### config.mk
export PLATFORM = sky130hd
export DESIGN_NAME = probe_serializer
export DESIGN_NICKNAME = d
export VERILOG_FILES = /design/src/rtl/probe_serializer.sv
export SDC_FILE = /design/constraint.sdc
export NUM_CORES = 1
export LEC_CHECK = 0
export CELL_PAD_IN_SITES_DETAIL_PLACEMENT = 2
export CELL_PAD_IN_SITES_GLOBAL_PLACEMENT = 2
export CORE_MARGIN = 2
export CORE_UTILIZATION = 25
export CTS_CLUSTER_SIZE = 24
export DETAILED_ROUTE_END_ITERATION = 7
export GPL_TIMING_DRIVEN = 0
export PLACE_DENSITY_LB_ADDON = 0.1
export SKIP_LAST_GASP = 1
export SLEW_MARGIN = 40
export SYNTH_ARGS = -nofsm -noshare
export SYNTH_HDL_FRONTEND = slang
export SYNTH_SLANG_ARGS = --single-unit
### constraint.sdc
create_clock -name clk -period 1.4 [get_ports clk]
set_input_delay 0.28 -clock clk [delete_from_list [all_inputs] [get_ports clk]]
set_output_delay 0.28 -clock clk [all_outputs]
set_load 0.01 [all_outputs]
### src/rtl/probe_serializer.sv
// Probe word serializer: captures one of CH probe words and hands it out LSB byte first.
// Optional PROBE_CHECKSUM_EN appends an XOR checksum byte after the data bytes.
module probe_serializer #(
    parameter int unsigned CH = 2,
    parameter int unsigned W  = 32
) (
    input  logic            clk,
    input  logic            rst_n,
    input  logic            ena,
    input  logic [CH*W-1:0] probe_i,
    input  logic [3:0]      sel_i,
    input  logic            cap_i,
    input  logic            nxt_i,
    output logic [7:0]      byte_o,
    output logic            vld_o,
    output logic            busy_o,
    output logic            done_o,
    output logic            sel_err_o
);

    localparam int unsigned NB   = W / 8;
    localparam int unsigned IdxW = (NB > 1) ? $clog2(NB) : 1;

`ifdef PROBE_CHECKSUM_EN
    typedef enum logic [1:0] {StIdle, StSend, StChk} state_e;
`else
    typedef enum logic [1:0] {StIdle, StSend} state_e;
`endif

    state_e            state_q, state_d;
    logic [IdxW-1:0]   idx_q, idx_d;
    logic [W-1:0]      shadow_q, shadow_d;
    logic [7:0]        byte_q, byte_d;
    logic              vld_q, vld_d;
    logic              done_q, done_d;
    logic              sel_err_q, sel_err_d;

    logic [W-1:0]      sel_word;
    logic              sel_bad;
    logic [IdxW-1:0]   idx_inc;
    logic [7:0]        next_byte;

    // Out-of-range selects capture an all-zero word rather than wrapping.
    always_comb begin
        sel_bad  = (32'(sel_i) >= CH);
        sel_word = '0;
        for (int c = 0; c < int'(CH); c++) begin
            if (32'(sel_i) == 32'(c)) begin
                sel_word = probe_i[c*W +: W];
            end
        end
    end

    always_comb begin
        idx_inc   = idx_q + 1'b1;
        next_byte = '0;
        for (int i = 0; i < int'(NB); i++) begin
            if (idx_inc == IdxW'(i)) begin
                next_byte = shadow_q[i*8 +: 8];
            end
        end
    end

`ifdef PROBE_CHECKSUM_EN
    logic [7:0] chk_byte;

    always_comb begin
        chk_byte = '0;
        for (int i = 0; i < int'(NB); i++) begin
            chk_byte = chk_byte ^ shadow_q[i*8 +: 8];
        end
    end
`endif

    always_comb begin
        state_d   = state_q;
        idx_d     = idx_q;
        shadow_d  = shadow_q;
        byte_d    = byte_q;
        vld_d     = vld_q;
        done_d    = 1'b0;
        sel_err_d = sel_err_q;

        if (ena) begin
            unique case (state_q)
                StIdle: begin
                    // nxt_i is deliberately not looked at here.
                    if (cap_i) begin
                        shadow_d  = sel_word;
                        idx_d     = '0;
                        byte_d    = sel_word[7:0];
                        vld_d     = 1'b1;
                        sel_err_d = sel_bad;
                        state_d   = StSend;
                    end
                end
                StSend: begin
                    if (nxt_i) begin
                        if (idx_q != IdxW'(NB - 1)) begin
                            idx_d  = idx_inc;
                            byte_d = next_byte;
                        end else begin
`ifdef PROBE_CHECKSUM_EN
                            byte_d  = chk_byte;
                            state_d = StChk;
`else
                            vld_d   = 1'b0;
                            done_d  = 1'b1;
                            state_d = StIdle;
`endif
                        end
                    end
                end
`ifdef PROBE_CHECKSUM_EN
                StChk: begin
                    if (nxt_i) begin
                        vld_d   = 1'b0;
                        done_d  = 1'b1;
                        state_d = StIdle;
                    end
                end
`endif
                default: state_d = StIdle;
            endcase
        end
    end

    always_ff @(posedge clk or negedge rst_n) begin
        if (!rst_n) begin
            state_q   <= StIdle;
            idx_q     <= '0;
            shadow_q  <= '0;
            byte_q    <= '0;
            vld_q     <= 1'b0;
            done_q    <= 1'b0;
            sel_err_q <= 1'b0;
        end else begin
            state_q   <= state_d;
            idx_q     <= idx_d;
            shadow_q  <= shadow_d;
            byte_q    <= byte_d;
            vld_q     <= vld_d;
            done_q    <= done_d;
            sel_err_q <= sel_err_d;
        end
    end

    assign byte_o    = byte_q;
    assign vld_o     = vld_q;
    assign busy_o    = (state_q != StIdle);
    assign done_o    = done_q;
    assign sel_err_o = sel_err_q;

endmodule

==> results.yml, run 1 <==
global_routing:
  use_met3: 0.03369
  use_met2: 0.2801
  overflow: 0
  track_usage: 0.1637
  top_usage_layer: "met2"
  grt_start_max_net_pins: 25
  met1_usage: 0.2127
  antenna_found_initial: 0
  grt_pass1_vias: 2507
  grt_pass1_wl_um: 13960
synthesis:
  seq_area_frac_synth: 0.4444
  synth_area_sq_mm: 0.002534
  synth_edf_count: 0
  syn_inst: 240
  yosys.area.top_type: "dfrtp_1"
  synth-warning-count: 0
  synth.area.top_cells: "dfrtp_1 (44%), mux2i_1 (9.9%), nand2_1 (4.9%)"
  synth_cell_types: 41
  synth.avg_cell_area_sq_um: 10.56
  synth.net_count: 317
  synthArstFlopShare: 1.000
  synth_top_area_frac: 0.4444
  postSynth.topFlopCell: "dfrtp_1"
  ys_ff_latch: 45
power:
  netSwitchingFraction: 0.3587
  leakagePower_uw: 0.001784
  power_switching_uw: 2088
  internal_power_uw: 3733
  seq_power_share: 0.340
  power_frac_comb: 0.483
  peakVddDrop_mv: 0.5383
  pwr-share-clk: 0.177
  power_density_mw_per_mm2: 1426
layout:
  nNetsFinal: 427
  fin_util: 0.4158
  layout-drive-gt1-share: 0.2764
  area_delta_synth_final_pct: 61.14
  num_antenna_cells: 0
placement:
  dp_slack_ps: -449.1
  place_congestion: 0.7319
  dp_hpwl_um: 6198
  port_buffers: 83
outcome:
  violations: "negative setup slack"
  status: "finished with violations"
setup_path:
  arrival_ps: 1820
  cp.required_ps: 1620
  crit_fanout: 6
  cp_top_family: "compound AO/OA/AOI/OAI gates"
  cp-start-kind: "register"
  slowest_stage: "dfrtp_2"
  max_stage_delay_ps: 440
  end_kind: "register"
  worstPathCellList: "inv_4 -> ha_4 -> buf_4 -> nand3b_1 -> a221o_1 -> a32oi_1"
  timing_worst_setup_path_type: "register to register"
  worst-path-buf-inv: 2
clocking:
  cts.path.max_buffers: 2
  cts_buffers: 5
  cts_root_buf: "clkbuf_8"
  cts_tree: "done"
  cts.clk_slew.worst_paths_ps: 90
  cts_sinks: 45
  htree_levels: 2
  insertion_delay_ps: 310
sta:
  rsz0062_at_grt: "true"
  setup_violations: 11
  drv_slew: 0
  timing.fmax_mhz: 628.3
  tightest_slew_ps: 349.4
  fin_skew_ps: 7.069
  report.final.hold_viol_count: 0
  min_period_ps: 1592
  finalWorstSetupSlack_ps: -191.5
  finalCritPeriodShare: 1.137
  relSlewSlack: 0.7671
drt:
  post_drt_wl_per_cell_um: 18.52
  ant_nets: 0
  routed_via_density: 4.798
  firstDrtPassIters: 4
  vias: 2322
  routed_wl_um: 8962
  drc: 0
  drtIter0Drc: 43
die:
  die_y_um: 104.7
  die_w_um: 104.7
  start_util: 0.2580
  boundaryPins: 85
  fp-row-count: 36
  core_area_sq_mm: 0.009819
  die_area_sq_mm: 0.01096
run:
  maxCapViolCount: 0
worst_hold_path:
  min_path_type: "input port to async pin"
## final timing paths
path,from,to,slack [ps],cells after the start
worst max-delay path,idx_q[1],byte_o[0],-190,6
worst min-delay path,rst_n,shadow_q[15],410,2
worst max register to register,idx_q[1],byte_o[0],-190,6
worst min register to register,shadow_q[28],shadow_q[28],490,2
max in group asynchronous,rst_n,idx_q[1],540,3
min in group clk,shadow_q[28],shadow_q[28],490,2
## placed cells by master, fill, tap and decap left out, drive strengths merged, types with 10 or more instances in the layout
cell and instances:
a21oi 15, buf 35, clkbuf 12, clkdlybuf4s50 70
dfrtp 45, dlygate4sd2 10, inv 10, mux2i 25
nand2 34, o21ai 26
## power groups by stage
stage / clock (uW) / combinational [uW] / sequential (uW)
finish: 1030 / 2810 / 1980
floorplan: 0 / 1260 / 1970
detailed placement: 0 / 2270 / 1990
global placement: 0 / 2210 / 1970
CTS: 1070 / 2540 / 1970
global route: 1110 / 3050 / 2040
## sequential cells by signal, summed over array words and instances, names as in the netlist
signal / cells
idx_q: 2
vld_o: 1
sel_err_o: 1
byte_o: 8
shadow_q: 32
done_o: 1
## per-layer routing
layer | vias to the layer above | wire length, um
met4 | 0 | 82
met3 | 5 | 391
met1 | 1161 | 4014
li1 | 1093 | -
met2 | 63 | 4473
met5 | - | 0
## stage by stage
stage	std cells	instance area [sq um]	hold slack (ps)	TNS (ps)	total power, uW
after floorplan	240	2549	-15.59	-22.75	3228
after global placement	456	3546	459.2	-78860	4189
after detailed placement	457	3563	211.1	-15910	4256
after CTS	478	3889	420.4	-1191	5582
after global routing	484	4083	455.0	-2667	6201
final	484	4083	411.1	-1180	5821
## synth_stat cells, types with 3 or more instances
library cell / count
nand3_1: 7
o21ai_2: 10
dfrtp_1: 45
a32oi_1: 7
mux2_1: 3
o21ai_0: 14
mux2i_1: 25
ha_1: 4
buf_6: 8
nand2_1: 33
buf_2: 5
a221o_1: 7
mux2_2: 4
a21oi_1: 13
nand3b_1: 8
buf_4: 3
o22ai_1: 7
inv_1: 10
## what timing repair did
action | in CTS | in global routing
resized for setup | 38 | 27
endpoints found under the setup margin | 45 | 45
buffers inserted | 12 | 4
hold endpoints to repair | 21 | 0
pin swaps | 4 | 25
cloned | 2 | 3
hold buffers | 1 | 0
## kinds of logic (layout without fill, tap and decap cells)
logic type                 count (synthesis)  in the layout  synth area share
muxes                                     32             32            0.1299
adders and majority gates                  4              4           0.01975
AOI/OAI and AO/OA                         67             67            0.1832
DFF                                       45             45            0.4444
and+or+nand+nor                           62             62            0.1368
buffers and inverters                     30            141           0.08593
## final cells by class
cell class	instances	area [sq um]
clock buffers	6	72.57
multi-input cells	165	1339
flip-flops and latches	45	1129
repair buffers	105	1084
plain buffers	18	214.0
clock inverters	2	38.79
fillers	1089	5737
well taps	133	166.4
inverters	10	40.04
No activity file was read; power rests on OpenSTA's default activity.
==> run 2, diff against run 1 <==
--- a/config.mk
+++ b/config.mk
@@ -7,12 +7,14 @@
 export LEC_CHECK = 0
 export CELL_PAD_IN_SITES_DETAIL_PLACEMENT = 2
 export CELL_PAD_IN_SITES_GLOBAL_PLACEMENT = 2
+export CORE_ASPECT_RATIO = 0.9
 export CORE_MARGIN = 2
 export CORE_UTILIZATION = 25
 export CTS_CLUSTER_SIZE = 24
 export DETAILED_ROUTE_END_ITERATION = 7
 export GPL_TIMING_DRIVEN = 0
 export PLACE_DENSITY_LB_ADDON = 0.1
+export REMOVE_ABC_BUFFERS = 1
 export SKIP_LAST_GASP = 1
 export SLEW_MARGIN = 40
 export SYNTH_ARGS = -nofsm -noshare
==> run 2 against run 1 <==
Effect of this change: critical path type unchanged; the run still ends with negative setup slack left; critical path depth down 1; largest cell class unchanged; highest routed layer unchanged; fmax shrank 1.1%; combinational power fell by 3%; clock-buffer cell count is 1 higher.
==> results.yml, run 2 (synthesized netlist as in run 1, its figures left out) <==
setup_path:
  max_stage_delay_ps: 460
  cp_top_family: "compound AO/OA/AOI/OAI gates"
  r2r_slack_ps: -210
  cp.required_ps: 1600
  r2r_cells: 5
  rr_startpoint: "idx_q[0]"
  crit_fanout: 16
  arrival_ps: 1810
  regToRegEndpoint: "byte_o[0]"
  worstPathCellList: "inv_1 -> ha_4 -> a21oi_1 -> a221o_1 -> a32oi_1"
  worst-path-buf-inv: 1
  cp-start-kind: "register"
  timing_worst_setup_path_type: "register to register"
  end_kind: "register"
  slowest_stage: "dfrtp_2"
outcome:
  status: "finished with violations"
  violations: "negative setup slack"
placement:
  place_congestion: 0.7008
  port_buffers: 84
  dp_hpwl_um: 5255
die:
  fp-row-count: 34
  die_y_um: 99.51
  core_area_sq_mm: 0.009784
  start_util: 0.2590
  die_area_sq_mm: 0.01096
  die_w_um: 110.1
  boundaryPins: 85
layout:
  multi_input_area_sq_mm: 0.001388
  largest_reg_flops: 32
  fill_cells: 1053
  layout-drive-gt1-share: 0.2663
  final_cell_mix: "clkdlybuf4s50_1 (68), dfrtp_1 (42), nand2_1 (33)"
  nNetsFinal: 430
  fin_util: 0.4150
  area_delta_synth_final_pct: 60.25
  seqCellArea_sq_mm: 0.001130
  num_antenna_cells: 0
  top_register: "shadow_q"
  final_common_cell: "clkdlybuf4s50_1"
sta:
  relSlewSlack: 0.6540
  setup-tns-final_ps: -1526
  finalWorstSetupSlack_ps: -209.5
  rsz0062_at_grt: "true"
  setup_violations: 10
  drv_slew: 0
  fin_skew_ps: 5.207
  timing.fmax_mhz: 621.3
  min_period_ps: 1610
  report.final.hold_viol_count: 0
  finalCritPeriodShare: 1.150
  tightest_slew_ps: 519.0
clocking:
  insertion_delay_ps: 280
  cts_root_buf: "clkbuf_16"
  cts.clk_slew.worst_paths_ps: 60
  cts_sinks: 45
  cts_buffers: 5
  cts_tree: "done"
  htree_levels: 2
  cts.path.max_buffers: 2
worst_hold_path:
  min_path_type: "input port to async pin"
global_routing:
  grt_pass1_vias: 2540
  track_usage: 0.1676
  grt_pass1_wl_um: 13830
  grt_start_max_net_pins: 40
  antenna_found_initial: 0
  overflow: 0
drt:
  firstDrtPassIters: 4
  ant_nets: 0
  vias: 2346
  post_drt_wl_per_cell_um: 19.10
  drtIter0Drc: 42
  routed_via_density: 4.898
  routed_wl_um: 9150
  drc: 0
power:
  leakagePower_uw: 0.001767
  power_density_mw_per_mm2: 1444
  peakVddDrop_mv: 0.5033
run:
  maxCapViolCount: 0
## run 2: layout make-up
cell class / instances / share of cell area
Inverter: 10 / 0.009245
Tap cell: 126 / 0.03883
Timing Repair Buffer: 123 / 0.2968
Multi-Input combinational cell: 168 / 0.3418
Clock buffer: 7 / 0.03513
Sequential cell: 45 / 0.2783
## run 2: layer usage
layer,up-vias,global-route usage,part of all wire
li1,1098,-,-
met1,1178,0.2211,0.45
met2,64,0.2883,0.50
met3,6,0.02949,0.043
met4,0,0.03173,0.0080
met5,-,0,0
## run 2: per-stage QoR
stage	std cells	total power (uW)	cell area [sq um]	hold slack (ps)	setup WS, ps
after floorplan	220	3023	2354	-15.59	-526.9
after global placement	430	3949	3352	460.1	-1580
after detailed placement	435	4048	3406	110.6	-831.9
after CTS	475	5695	3916	367.3	-161.8
after global routing	479	6239	4060	364.4	-295.9
final	479	5863	4060	353.7	-209.5
## run 2: worst max-delay path by stage
stage	slack, ps	endpoint	startpoint	cells after the start
6_report	-210	byte_o[0]	idx_q[0]	5
5_1_grt	-300	byte_o[2]	idx_q[0]	5
4_1_cts	-160	byte_o[0]	idx_q[0]	5
3_5_place_dp	-830	byte_o[7]	idx_q[0]	5
3_3_place_gp	-1580	byte_o[0]	sel_i[0]	4
2_1_floorplan	-530	byte_o[7]	idx_q[0]	4
## run 2: report_power, final
group | switching, uW | internal [uW]
Sequential | 239 | 1710
Combinational | 1320 | 1400
Clock | 487 | 702
Total | 2050 | 3820
## run 2: worst register-to-register path: cells and delay by family (launching register included)
family | cells | cell delay (ps)
buf+inv | 1 | 190
fa+ha+maj | 1 | 300
compound gates | 3 | 590
flops | 1 | 460
## run 2: repair_timing
action	in CTS	in global routing
setup buffers	30	5
hold buffers	1	0
hold endpoints to repair	6	0
gates cloned	2	1
pin swaps	7	8
setup endpoints to repair	56	41
gates resized for setup	41	27
==> run 3, diff against run 2 <==
--- a/config.mk
+++ b/config.mk
@@ -9,7 +9,7 @@
 export CELL_PAD_IN_SITES_GLOBAL_PLACEMENT = 2
 export CORE_ASPECT_RATIO = 0.9
 export CORE_MARGIN = 2
-export CORE_UTILIZATION = 25
+export CORE_UTILIZATION = 30
 export CTS_CLUSTER_SIZE = 24
 export DETAILED_ROUTE_END_ITERATION = 7
 export GPL_TIMING_DRIVEN = 0
==> constraint.sdc (replaced) <==
create_clock -name clk -period 2.05 [get_ports clk]
set_input_delay 0.41 -clock clk [delete_from_list [all_inputs] [get_ports clk]]
set_output_delay 0.41 -clock clk [all_outputs]
set_load 0.01 [all_outputs]
==> run 3 against run 2 <==
Effect of this change: the flow now finishes without violations; core utilization is 1.5 points higher; largest cell class unchanged; clock power is 53% lower; register-to-register slack better by 320 ps; critical path depth stayed put; wire length is 16% lower; power is 43% lower; non-clock buffer count is 32 lower; critical path type unchanged; via count is 7.0% lower.
==> results.yml, run 3 (synthesized netlist as in run 1, its figures left out) <==
global_routing:
  grt_pass1_wl_um: 12590
  met1_usage: 0.2194
  use_met2: 0.3117
  top_usage_layer: "met2"
  grt_pass1_vias: 2509
  use_met3: 0.03156
  antenna_found_initial: 0
  track_usage: 0.1758
  overflow: 0
  grt_start_max_net_pins: 34
placement:
  place_congestion: 0.7120
  dp_hpwl_um: 5442
  port_buffers: 84
  placed_cell_area_sq_mm: 0.003376
die:
  core_area_sq_mm: 0.008107
  die_w_um: 100.9
  boundaryPins: 85
  fp-row-count: 31
  start_util: 0.3125
  die_area_sq_mm: 0.009198
  die_y_um: 91.19
setup_path:
  end_kind: "register"
  arrival_ps: 2130
  r2r_cells: 5
  cp-start-kind: "register"
  timing_worst_setup_path_type: "register to register"
  crit_fanout: 16
  cp.required_ps: 2240
clocking:
  cts_buffers: 5
  cts_tree: "done"
  insertion_delay_ps: 300
  cts.clk_slew.worst_paths_ps: 80
  cts_root_buf: "clkbuf_8"
  cts.path.max_buffers: 2
  htree_levels: 2
  cts_sinks: 45
sta:
  tightest_slew_ps: 751.9
  rsz0062_at_grt: "false"
  timing.fmax_mhz: 514.9
  setup-tns-final_ps: 0
  drv_slew: 0
  finalCritPeriodShare: 0.9473
  fin_skew_ps: 5.214
  report.final.hold_viol_count: 0
  setup_violations: 0
  min_period_ps: 1942
  relSlewSlack: 0.4988
layout:
  layout-drive-gt1-share: 0.1226
  top_register: "shadow_q"
  fin_util: 0.4297
  largest_reg_flops: 32
  final_common_cell: "clkdlybuf4s50_1"
  final_cell_mix: "clkdlybuf4s50_1 (82), dfrtp_1 (44), nand2_1 (33)"
  area_delta_synth_final_pct: 37.48
  num_antenna_cells: 0
  nNetsFinal: 395
  fin_area_sq_mm: 0.003483
  fill_cells: 880
drt:
  firstDrtPassIters: 4
  drtIter0Drc: 57
  vias: 2182
  ant_nets: 0
  drc: 0
  routed_via_density: 5.233
  post_drt_wl_per_cell_um: 18.41
  routed_wl_um: 7675
power:
  leakagePower_uw: 0.001521
  peakVddDrop_mv: 0.3594
  p_total_uw: 3315
  power_density_mw_per_mm2: 951.7
worst_hold_path:
  min_path_type: "register to register"
  whs_path_depth: 2
outcome:
  status: "complete, no violations"
run:
  maxCapViolCount: 0
==> run 3: repair_timing <==
item,CTS,global route
resized for setup,1,1
hold endpoints to repair,12,0
hold buffers,1,0
setup endpoints to repair,6,1
buffers inserted,1,0
==> run 3: power by group <==
part,switching [uW],internal [uW]
sequential,171,1160
clock,296,268
combinational,708,710
==> run 3: path summary, 6_finish.rpt <==
kind / end / slack (ps) / start
setup / recovery: byte_o[7] / 110 / idx_q[1]
hold / removal: shadow_q[5] / 490 / shadow_q[5]
setup reg to reg: byte_o[7] / 110 / idx_q[1]
hold reg to reg: shadow_q[5] / 490 / shadow_q[5]
max in group asynchronous: vld_o / 1090 / rst_n
min in group asynchronous: shadow_q[30] / 510 / rst_n
==> run 3: worst max-delay path, cell delays in order, from the launching register on <==
cell,delay [ps]
dfrtp_1,420
inv_1,90
ha_1,650
nor3b_1,310
nor3_1,70
a211o_1,290
==> run 3: layout make-up <==
class	instances	area, sq um	share of cell area
tap	99	123.9	0.03556
clock buffer	7	86.33	0.02478
inverter	10	37.54	0.01078
timing repair buffer	91	914.6	0.2626
multi-input combinational	165	1194	0.3427
sequential	45	1127	0.3236
==> run 3: stage by stage <==
step / hold slack, ps / instances / worst slack (ps)
3_3_place_gp: 459.6 / 403 / -1019
5_1_grt: 513.5 / 417 / 49.68
6_report: 485.8 / 417 / 108.0
3_5_place_dp: 277.3 / 408 / -251.8
2_1_floorplan: 114.4 / 220 / 123.1
4_1_cts: 488.9 / 417 / 108.3
==> run 3: routing by layer <==
layer	part of all wire	up-vias	routed length (um)
met2	0.51	48	3901
met5	0	-	0
met4	0.0095	0	73
met1	0.44	1099	3402
met3	0.039	7	297
li1	-	1028	-
